## src/rtl/vga_pkg.sv

```systemverilog
// Shared framebuffer geometry and the scan capture pipe-tag encoding.
package vga_pkg;

  localparam int FB_ADDR_W = 17;
  localparam int FB_DATA_W = 12;
  localparam int FB_W      = 320;
  localparam int FB_H      = 240;

  typedef enum logic [1:0] {
    TAG_NONE  = 2'd0,
    TAG_RD    = 2'd1,
    TAG_BLANK = 2'd2
  } pipe_tag_e;

endpackage

```

## src/rtl/vga_fb_arbiter.sv

```systemverilog
// Single-port framebuffer arbiter: scan-out reads take absolute priority,
// pixel writes fill the remaining RAM cycles under a req/ack handshake.
module vga_fb_arbiter
  import vga_pkg::*;
#(
  parameter int ADDR_W = FB_ADDR_W,
  parameter int DATA_W = FB_DATA_W
) (
  input  logic              clk,
  input  logic              reset,
  input  logic              pix_en,
  input  logic              scan_req,
  input  logic [ADDR_W-1:0] scan_addr,
  output logic [DATA_W-1:0] scan_data,
  output logic              scan_valid,
  input  logic              wr_req,
  input  logic [ADDR_W-1:0] wr_addr,
  input  logic [DATA_W-1:0] wr_data,
  output logic              wr_ack,
  output logic              ram_en,
  output logic              ram_we,
  output logic [ADDR_W-1:0] ram_addr,
  output logic [DATA_W-1:0] ram_wdata,
  input  logic [DATA_W-1:0] ram_rdata,
  output logic [15:0]       wr_stall_cnt
);

  logic              w_scan_rd;
  logic              w_wr_grant;
  logic              w_stall;
  pipe_tag_e         w_tag_in;

  pipe_tag_e         r_tag0;
  pipe_tag_e         r_tag1;
  logic              r_ram_en;
  logic              r_ram_we;
  logic [ADDR_W-1:0] r_ram_addr;
  logic [DATA_W-1:0] r_ram_wdata;
  logic              r_wr_ack;
  logic [DATA_W-1:0] r_scan_data;
  logic              r_scan_valid;
  logic [15:0]       r_stall_cnt;

  // A blanked pixel slot leaves the port free, so a write may share that edge.
  always_comb begin
    w_scan_rd  = pix_en & scan_req;
    w_wr_grant = wr_req & ~r_wr_ack & ~w_scan_rd;
    w_stall    = wr_req & ~r_wr_ack & ~w_wr_grant;
    w_tag_in   = TAG_NONE;
    if (pix_en) begin
      w_tag_in = scan_req ? TAG_RD : TAG_BLANK;
    end
  end

  always_ff @(posedge clk) begin
    if (reset) begin
      r_ram_en    <= 1'b0;
      r_ram_we    <= 1'b0;
      r_ram_addr  <= '0;
      r_ram_wdata <= '0;
      r_wr_ack    <= 1'b0;
    end else begin
      r_wr_ack <= w_wr_grant;
      if (w_scan_rd) begin
        r_ram_en   <= 1'b1;
        r_ram_we   <= 1'b0;
        r_ram_addr <= scan_addr;
      end else if (w_wr_grant) begin
        r_ram_en    <= 1'b1;
        r_ram_we    <= 1'b1;
        r_ram_addr  <= wr_addr;
        r_ram_wdata <= wr_data;
      end else begin
        r_ram_en <= 1'b0;
        r_ram_we <= 1'b0;
      end
    end
  end

  // Tag reaches stage 1 on the edge the RAM samples; rdata is captured one edge later.
  always_ff @(posedge clk) begin
    if (reset) begin
      r_tag0       <= TAG_NONE;
      r_tag1       <= TAG_NONE;
      r_scan_data  <= '0;
      r_scan_valid <= 1'b0;
    end else begin
      r_tag0       <= w_tag_in;
      r_tag1       <= r_tag0;
      r_scan_valid <= (r_tag1 != TAG_NONE);
      if (r_tag1 == TAG_RD) begin
        r_scan_data <= ram_rdata;
      end else if (r_tag1 == TAG_BLANK) begin
        r_scan_data <= '0;
      end
    end
  end

  always_ff @(posedge clk) begin
    if (reset) begin
      r_stall_cnt <= '0;
    end else if (w_stall && (r_stall_cnt != '1)) begin
      r_stall_cnt <= r_stall_cnt + 16'd1;
    end
  end

  assign ram_en       = r_ram_en;
  assign ram_we       = r_ram_we;
  assign ram_addr     = r_ram_addr;
  assign ram_wdata    = r_ram_wdata;
  assign wr_ack       = r_wr_ack;
  assign scan_data    = r_scan_data;
  assign scan_valid   = r_scan_valid;
  assign wr_stall_cnt = r_stall_cnt;

endmodule

```

## config.mk

```make
export PLATFORM = sky130hd
export DESIGN_NAME = vga_fb_arbiter
export DESIGN_NICKNAME = d
export VERILOG_FILES = /design/src/rtl/vga_pkg.sv /design/src/rtl/vga_fb_arbiter.sv
export SDC_FILE = /design/constraint.sdc
export NUM_CORES = 1
export LEC_CHECK = 0
export ABC_AREA = 1
export CORE_ASPECT_RATIO = 0.6
export CORE_MARGIN = 2
export CORE_UTILIZATION = 38
export CTS_CLUSTER_DIAMETER = 30
export DETAILED_ROUTE_END_ITERATION = 6
export PLACE_DENSITY = 0.77
export SETUP_SLACK_MARGIN = 0.4
export SYNTH_ARGS = -nofsm -noshare
export SYNTH_HDL_FRONTEND = slang
export SYNTH_SLANG_ARGS = --single-unit
```

## constraint.sdc

```tcl
create_clock -name clk -period 1.3 [get_ports clk]
set_input_delay 0.325 -clock clk [delete_from_list [all_inputs] [get_ports clk]]
set_output_delay 0.325 -clock clk [all_outputs]
set_load 0.01 [all_outputs]
```

==> results of run 1 <==
==> power groups by stage <==
stage               Clock [W]  Sequential [W]  Combinational, W
global route          0.00257         0.00214           0.00119
CTS                   0.00245         0.00214          0.000963
detailed placement          0         0.00217          0.000750
floorplan                   0         0.00220          0.000257
finish                0.00245         0.00214           0.00113
global placement            0         0.00216          0.000736
==> per-layer routing <==
metal,part of all wire [%],wire [um]
met1,41,5290
met2,48,6260
met3,8.0,1050
met4,3.2,422
met5,0,0
==> synthesized netlist by cell type, types with 2 or more instances <==
cell,number
sky130_fd_sc_hd__a21oi_1,31
sky130_fd_sc_hd__a31oi_1,5
sky130_fd_sc_hd__buf_2,4
sky130_fd_sc_hd__clkbuf_1,10
sky130_fd_sc_hd__dfxtp_1,65
sky130_fd_sc_hd__ha_1,3
sky130_fd_sc_hd__inv_1,22
sky130_fd_sc_hd__inv_2,3
sky130_fd_sc_hd__nand2_1,85
sky130_fd_sc_hd__nand2_2,3
sky130_fd_sc_hd__nand2_4,2
sky130_fd_sc_hd__nand3_1,29
sky130_fd_sc_hd__nand3_2,2
sky130_fd_sc_hd__nand4_1,4
sky130_fd_sc_hd__nor2_1,86
sky130_fd_sc_hd__nor2_2,2
sky130_fd_sc_hd__nor2_4,3
sky130_fd_sc_hd__o21ai_0,27
sky130_fd_sc_hd__o221ai_1,3
==> metrics by stage <==
step	hold slack, ps	setup slack, ps	TNS [ps]	std cells
finish	244	-134	-1130	686
global route	258	-195	-2280	686
CTS	246	-73.1	-559	666
detailed placement	398	-617	-24020	629
global placement	387	-577	-21950	629
floorplan	381	-28.8	-220	394
==> cell usage in the layout (no fill, tap or decap), types with 5 or more instances in the layout <==
cell                              instances
sky130_fd_sc_hd__nand2_1                 65
sky130_fd_sc_hd__clkdlybuf4s50_1         58
sky130_fd_sc_hd__nor2_2                  17
sky130_fd_sc_hd__inv_2                    5
sky130_fd_sc_hd__buf_4                   56
sky130_fd_sc_hd__a21oi_2                 23
sky130_fd_sc_hd__clkbuf_16               10
sky130_fd_sc_hd__buf_12                   5
sky130_fd_sc_hd__o21ai_1                  9
sky130_fd_sc_hd__dfxtp_2                 45
sky130_fd_sc_hd__dfxtp_4                 16
sky130_fd_sc_hd__a21oi_1                  9
sky130_fd_sc_hd__nand2_4                 15
sky130_fd_sc_hd__buf_2                    6
sky130_fd_sc_hd__nor2_1                  53
sky130_fd_sc_hd__buf_6                   65
sky130_fd_sc_hd__nand3_2                 15
sky130_fd_sc_hd__nand3_1                 13
sky130_fd_sc_hd__nor2_4                  21
sky130_fd_sc_hd__a31oi_1                  5
sky130_fd_sc_hd__o21ai_2                 16
sky130_fd_sc_hd__inv_1                   14
sky130_fd_sc_hd__nand2_2                  8
==> what timing repair did <==
action,in CTS,in global routing
setup endpoints to repair,126,122
hold buffers,0,0
cloned,4,2
resized for setup,501,77
buffers inserted,17,18
pin swaps,45,44
==> critical path: cells and delay by family, from the launching register on <==
kind,cells,cell delay (ps)
AND/OR/NAND/NOR,5,720
flip-flops,1,350
buffers and inverters,2,260
AO/OA/AOI/OAI,1,40
==> how the worst min path moves through the flow <==
| stage | depth (start not counted) | start | slack, ps | to |
|---|---|---|---|---|
| finish | 2 | scan_req | 240 | r_tag0[1] |
| global route | 2 | scan_req | 260 | r_tag0[1] |
| CTS | 2 | scan_req | 250 | r_tag0[1] |
| detailed placement | 2 | r_tag0[0] | 400 | r_tag1[0] |
| global placement | 2 | r_tag0[0] | 390 | r_tag1[0] |
| floorplan | 2 | r_tag0[0] | 380 | r_tag1[0] |
==> final cells by class <==
cell class / count / area share [%]
clock inverters: 5 / 0.920
clock buffers: 11 / 4.06
flip-flops and latches: 65 / 23.7
well taps: 91 / 1.90
inverters: 25 / 2.43
repair inverters: 3 / 0.795
repair buffers: 198 / 33.3
multi-input cells: 288 / 32.9
==> flip-flops by register name (all words and copies together) (netlist names) <==
register,cells
r_tag0,2
r_tag1,2
ram_addr,17
ram_en,1
ram_wdata,12
ram_we,1
scan_data,12
scan_valid,1
wr_ack,1
wr_stall_cnt,16
==> logic make-up (layout without fill, tap and decap cells) <==
| family | count (synthesis) | in the layout | share of synthesized area [%] |
|---|---|---|---|
| flip-flops | 65 | 65 | 46.6 |
| buffers and inverters | 42 | 242 | 6.22 |
| adder cells (fa/ha/maj) | 3 | 3 | 1.34 |
| AND/OR/NAND/NOR | 217 | 218 | 33.1 |
| AO/OA/AOI/OAI | 67 | 67 | 12.8 |
==> results.sh, run 1 <==
export IMPL_period_minus_slack_ps=1430
export IMPL_timing_critical_path_arrival_ps=1690
export IMPL_antenna_violations_before_repair=0
export IMPL_cts_root_buffer_cell="sky130_fd_sc_hd__clkbuf_16"
export IMPL_sequentialPowerShare_pct=37.4
export IMPL_synth_async_sr_flop_share_pct=0
export IMPL_dp_hpwl_mm=7.07
export IMPL_globalRoute_totalOverflow=0
export IMPL_initial_utilization_pct=38.8
export IMPL_regToRegStartpoint="wr_stall_cnt[7]"
export IMPL_initialDrtViolationCount=254
export IMPL_fin_util_pct=83.0
export IMPL_grtUsageTotal_pct=28.7
export IMPL_fin_crit_sh_pct=110
export IMPL_p_switching_w=0.00152
export IMPL_ys_ff_latch=65
export IMPL_drt_first_pass_iters=5
export IMPL_rsz_0062_raised_after_global_routing="true"
export IMPL_antenna_cells_inserted=0
export IMPL_post_dp_cell_area_mm2=0.00451
export IMPL_path_cells="buf_4 -> nand2_1 -> nor2_1 -> nand3_1 -> nor2_2 -> buf_4 -> a21oi_2 -> nor2_1"
export IMPL_failing_checks="negative setup slack"
export IMPL_die_w_um=115
export IMPL_gpl_final_weighted_congestion=0.900
export IMPL_vias_per_cell=5.34
export IMPL_synth_top_cell_area_share_pct=46.6
export IMPL_run_status="complete, but fails checks"
export IMPL_rr_worst_depth=8
export IMPL_slew_violations=0
export IMPL_power_clock_fraction_pct=42.9
export IMPL_grt_start_max_net_pins=26
export IMPL_combPwrFrac_pct=19.7
export IMPL_achievable_frequency_ghz=0.697
export IMPL_synthTopCellsByArea="sky130_fd_sc_hd__dfxtp_1 (47%), sky130_fd_sc_hd__nor2_1 (12%), sky130_fd_sc_hd__nand2_1 (11%), sky130_fd_sc_hd__a21oi_1 (5.6%), sky130_fd_sc_hd__nand3_1 (5.2%)"
export IMPL_setup_worst_path_end="wr_stall_cnt[15]"
export IMPL_crit_path_start_kind="register"
export IMPL_clock_skew_final_ps=8.06
export IMPL_dr_total_vias=3665
export IMPL_max_cap_violations=0
export IMPL_fp_dieH_um=70.4
export IMPL_postLayoutSetupSlackWorst_ps=-134
export IMPL_clk_latency_ps=330
export IMPL_worst_flop_to_flop_path_endpoint="wr_stall_cnt[15]"
export IMPL_global_route_peak_usage_layer="met2"
export IMPL_post_synth_top_area_cell="sky130_fd_sc_hd__dfxtp_1"
export IMPL_power_report_internal_total_w=0.00420
export IMPL_count_of_flip_flops_with_a_built_in_enable_after_synthesis=0
export IMPL_cts_htree_levels=3
export IMPL_cts_tree="done"
export IMPL_clk_transition_reported_paths_ps=60
export IMPL_core_area_mm2=0.00721
export IMPL_met1_grt_util_pct=37.3
export IMPL_num_fill_cells=404
export IMPL_cp_startpoint="wr_stall_cnt[7]"
export IMPL_port_buffers=123
export IMPL_timing_max_slew_rel_slack_pct=78.5
export IMPL_syn_area_per_cell_um2=7.09
export IMPL_syn_nets=460
export IMPL_critPathCaptureType="register"
export IMPL_synth_top_flop_cell="sky130_fd_sc_hd__dfxtp_1"
export IMPL_power_ir_vdd_worst_mv=0.889
export IMPL_cts_made_buffers=9
export IMPL_vias_in_the_first_global_route=3422
export IMPL_warning_count_from_the_yosys_run=0
export IMPL_grt_use_met2_pct=45.2
export IMPL_seq_area_mm2=0.00142
export IMPL_die_area_mm2=0.00808
export IMPL_pwr_density_cell_mw_per_mm2=956
export IMPL_path_max_fanout=3
export IMPL_reg2reg_slack_ps=-130
export IMPL_switching_share_pct=26.5
export IMPL_cell_with_the_largest_stage_delay_on_the_worst_path="sky130_fd_sc_hd__dfxtp_2"
export IMPL_layout_drive_gt1_share_pct=60.0
export IMPL_routed_wirelength_mm=13.0
export IMPL_drc_errors=0
export IMPL_final_antenna_net_count=0
export IMPL_grt_use_met3_pct=9.11
export IMPL_routed_wire_length_per_instance_um=19.0
export IMPL_final_hold_violation_count=0
export IMPL_clk_path_buf_depth=2
export IMPL_mapped_cells=394
export IMPL_static_leakage_power_nw=2.45
export IMPL_crit_type="register to register"
export IMPL_final_net_count=656
export IMPL_worstMarginPinSlew_ps=322
export IMPL_area_delta_synth_final_pct=114
export IMPL_total_power_w=0.00572
export IMPL_first_pass_grt_wire_length_mm=17.6
export IMPL_row_count=24
export IMPL_synth_seq_area_share_pct=46.6
export IMPL_design_area_mm2=0.00598
export IMPL_post_synth_instance_area_mm2=0.00279
export IMPL_clkSinkCount=65
export IMPL_slowest_delay_ps=350
export IMPL_finalSetupViolCount=14
export IMPL_ys_types=24
export IMPL_hold_path_class="primary input to register"
export IMPL_required_ps=1560
export IMPL_io_pins=124
export IMPL_multi_input_area_mm2=0.00197
Power figures use the tool's default switching activity.
==> run 2: changes to the inputs <==
--- a/config.mk
+++ b/config.mk
@@ -11,7 +11,7 @@
 export CORE_UTILIZATION = 38
 export CTS_CLUSTER_DIAMETER = 30
 export DETAILED_ROUTE_END_ITERATION = 6
-export PLACE_DENSITY = 0.77
+export PLACE_DENSITY = 0.76
 export SETUP_SLACK_MARGIN = 0.4
 export SYNTH_ARGS = -nofsm -noshare
 export SYNTH_HDL_FRONTEND = slang
==> results.sh, run 2 (synthesis results as in run 1) <==
export IMPL_cts_htree_levels=3
export IMPL_layout_cells_most_common_list="sky130_fd_sc_hd__buf_6 (70), sky130_fd_sc_hd__buf_4 (68), sky130_fd_sc_hd__nand2_1 (60)"
export IMPL_design_area_mm2=0.00632
export IMPL_drt_first_pass_iters=7
export IMPL_antenna_violations_before_repair=0
export IMPL_failing_checks="negative setup slack"
export IMPL_vias_in_the_first_global_route=3584
export IMPL_post_dp_cell_area_mm2=0.00454
export IMPL_clock_skew_final_ps=10.9
export IMPL_io_pins=124
export IMPL_p_switching_w=0.00170
export IMPL_finalSetupViolCount=40
export IMPL_clkSinkCount=65
export IMPL_globalRoute_totalOverflow=0
export IMPL_switching_share_pct=27.5
export IMPL_run_status="complete, but fails checks"
export IMPL_power_clock_fraction_pct=44.4
export IMPL_combPwrFrac_pct=20.8
export IMPL_timing_critical_path_arrival_ps=1830
export IMPL_slew_violations=0
export IMPL_worstMarginPinSlew_ps=380
export IMPL_core_area_mm2=0.00721
export IMPL_grtUsageTotal_pct=30.7
export IMPL_layout_cells_non_filler=703
export IMPL_clk_transition_reported_paths_ps=60
export IMPL_clk_path_buf_depth=2
export IMPL_dp_hpwl_mm=7.19
export IMPL_crit_path_start_kind="register"
export IMPL_vias_per_cell=5.73
export IMPL_grt_start_max_net_pins=18
export IMPL_final_hold_violation_count=0
export IMPL_first_pass_grt_wire_length_mm=18.6
export IMPL_mostFrequentLayoutCell="sky130_fd_sc_hd__buf_6"
export IMPL_drc_errors=0
export IMPL_max_cap_violations=0
export IMPL_power_report_internal_total_w=0.00448
export IMPL_routed_wirelength_mm=15.8
export IMPL_final_net_count=673
export IMPL_period_minus_slack_ps=1560
export IMPL_die_area_mm2=0.00808
export IMPL_postLayoutSetupSlackWorst_ps=-260
export IMPL_rsz_0062_raised_after_global_routing="true"
export IMPL_cts_root_buffer_cell="sky130_fd_sc_hd__clkbuf_16"
export IMPL_static_leakage_power_nw=2.55
export IMPL_pre_cts_ws_ps=-558
export IMPL_crit_type="register to register"
export IMPL_layout_drive_gt1_share_pct=62.9
export IMPL_row_count=24
export IMPL_critPathCaptureType="register"
export IMPL_timing_max_slew_rel_slack_pct=74.6
export IMPL_dr_total_vias=4025
export IMPL_fin_tns_setup_ps=-4370
export IMPL_routed_wire_length_per_instance_um=22.5
export IMPL_fp_dieH_um=70.4
export IMPL_power_ir_vdd_worst_mv=0.791
export IMPL_die_w_um=115
export IMPL_hold_path_class="primary input to register"
export IMPL_initialDrtViolationCount=389
export IMPL_clk_latency_ps=350
export IMPL_cts_made_buffers=9
export IMPL_area_delta_synth_final_pct=126
export IMPL_largest_register_ffs=17
export IMPL_sequentialPowerShare_pct=34.7
export IMPL_gpl_final_weighted_congestion=0.977
export IMPL_achievable_frequency_ghz=0.641
export IMPL_cts_tree="done"
export IMPL_required_ps=1570
export IMPL_initial_utilization_pct=38.8
export IMPL_path_max_fanout=4
export IMPL_pwr_density_cell_mw_per_mm2=978
export IMPL_place_detailed_instances=628
export IMPL_num_fill_cells=292
export IMPL_fin_crit_sh_pct=120
export IMPL_port_buffers=123
export IMPL_final_antenna_net_count=0
export IMPL_antenna_cells_inserted=0
==> run 2: changes by cell type in the layout (fill, tap and decap cells not counted), moves of 6 or more <==
| cell | previous run | this run |
|---|---|---|
| sky130_fd_sc_hd__buf_4 | 56 | 68 |
| sky130_fd_sc_hd__nor2_4 | 21 | 28 |
| sky130_fd_sc_hd__dfxtp_2 | 45 | 39 |
| sky130_fd_sc_hd__nand3_2 | 15 | 9 |
==> run 2: power by group through the flow <==
stage                     registers (W)  clock network (W)  logic (W)
after floorplan                 0.00220                  0   0.000257
after global placement          0.00217                  0   0.000758
after detailed placement        0.00217                  0   0.000774
after CTS                       0.00215            0.00270    0.00100
after global routing            0.00215            0.00283    0.00133
final                           0.00214            0.00274    0.00129
==> run 2: critical path: stages (launching register included) <==
cell and delay, ps:
sky130_fd_sc_hd__dfxtp_4 370, sky130_fd_sc_hd__ha_4 170, sky130_fd_sc_hd__buf_4 120, sky130_fd_sc_hd__nand2_2 60
sky130_fd_sc_hd__inv_1 70, sky130_fd_sc_hd__nand2_1 70, sky130_fd_sc_hd__nor2_2 160, sky130_fd_sc_hd__nand2_2 130
sky130_fd_sc_hd__nand2_2 120, sky130_fd_sc_hd__nand2_2 70, sky130_fd_sc_hd__a21oi_2 160
==> run 2: stage by stage <==
step | util [%] | hold WS (ps) | power [W]
after global routing | 87.6 | 361 | 0.00631
after floorplan | - | 381 | 0.00246
after global placement | 63.0 | 385 | 0.00292
final | 87.6 | 358 | 0.00617
after detailed placement | 63.0 | 389 | 0.00294
after CTS | 78.7 | 344 | 0.00585
==> run 2: timing repair <==
item / CTS / global route
pin swaps: 40 / 24
buffers inserted: 18 / 38
gates resized for setup: 519 / 89
hold buffers: 0 / 0
endpoints found under the setup margin: 126 / 121
cloned: 3 / 0
==> run 2: layout make-up <==
cell class / instances / area (um^2) / share of cell area (%)
inverters: 25 / 154 / 2.44
clock inverters: 6 / 90.1 / 1.43
well taps: 91 / 114 / 1.80
repair inverters: 3 / 45.0 / 0.713
flip-flops and latches: 65 / 1430 / 22.6
multi-input cells: 287 / 2080 / 32.9
clock buffers: 10 / 239 / 3.78
repair buffers: 216 / 2160 / 34.3
==> run 2: worst paths after layout <==
path	startpoint	endpoint	slack, ps	cells past startpoint
worst max-delay path	wr_stall_cnt[1]	wr_stall_cnt[11]	-260	10
worst min-delay path	scan_req	r_tag0[1]	360	2
worst max register to register	wr_stall_cnt[1]	wr_stall_cnt[11]	-260	10
worst min register to register	r_tag0[0]	r_tag1[0]	430	2
==> run 2: routing by layer <==
metal  vias up  track usage, %  wire [um]
li1       1714               -          -
met3       101            11.3       1450
met5         -               0          0
met2       291            51.7       7680
met1      1919            35.4       5750
met4         0            12.0        933
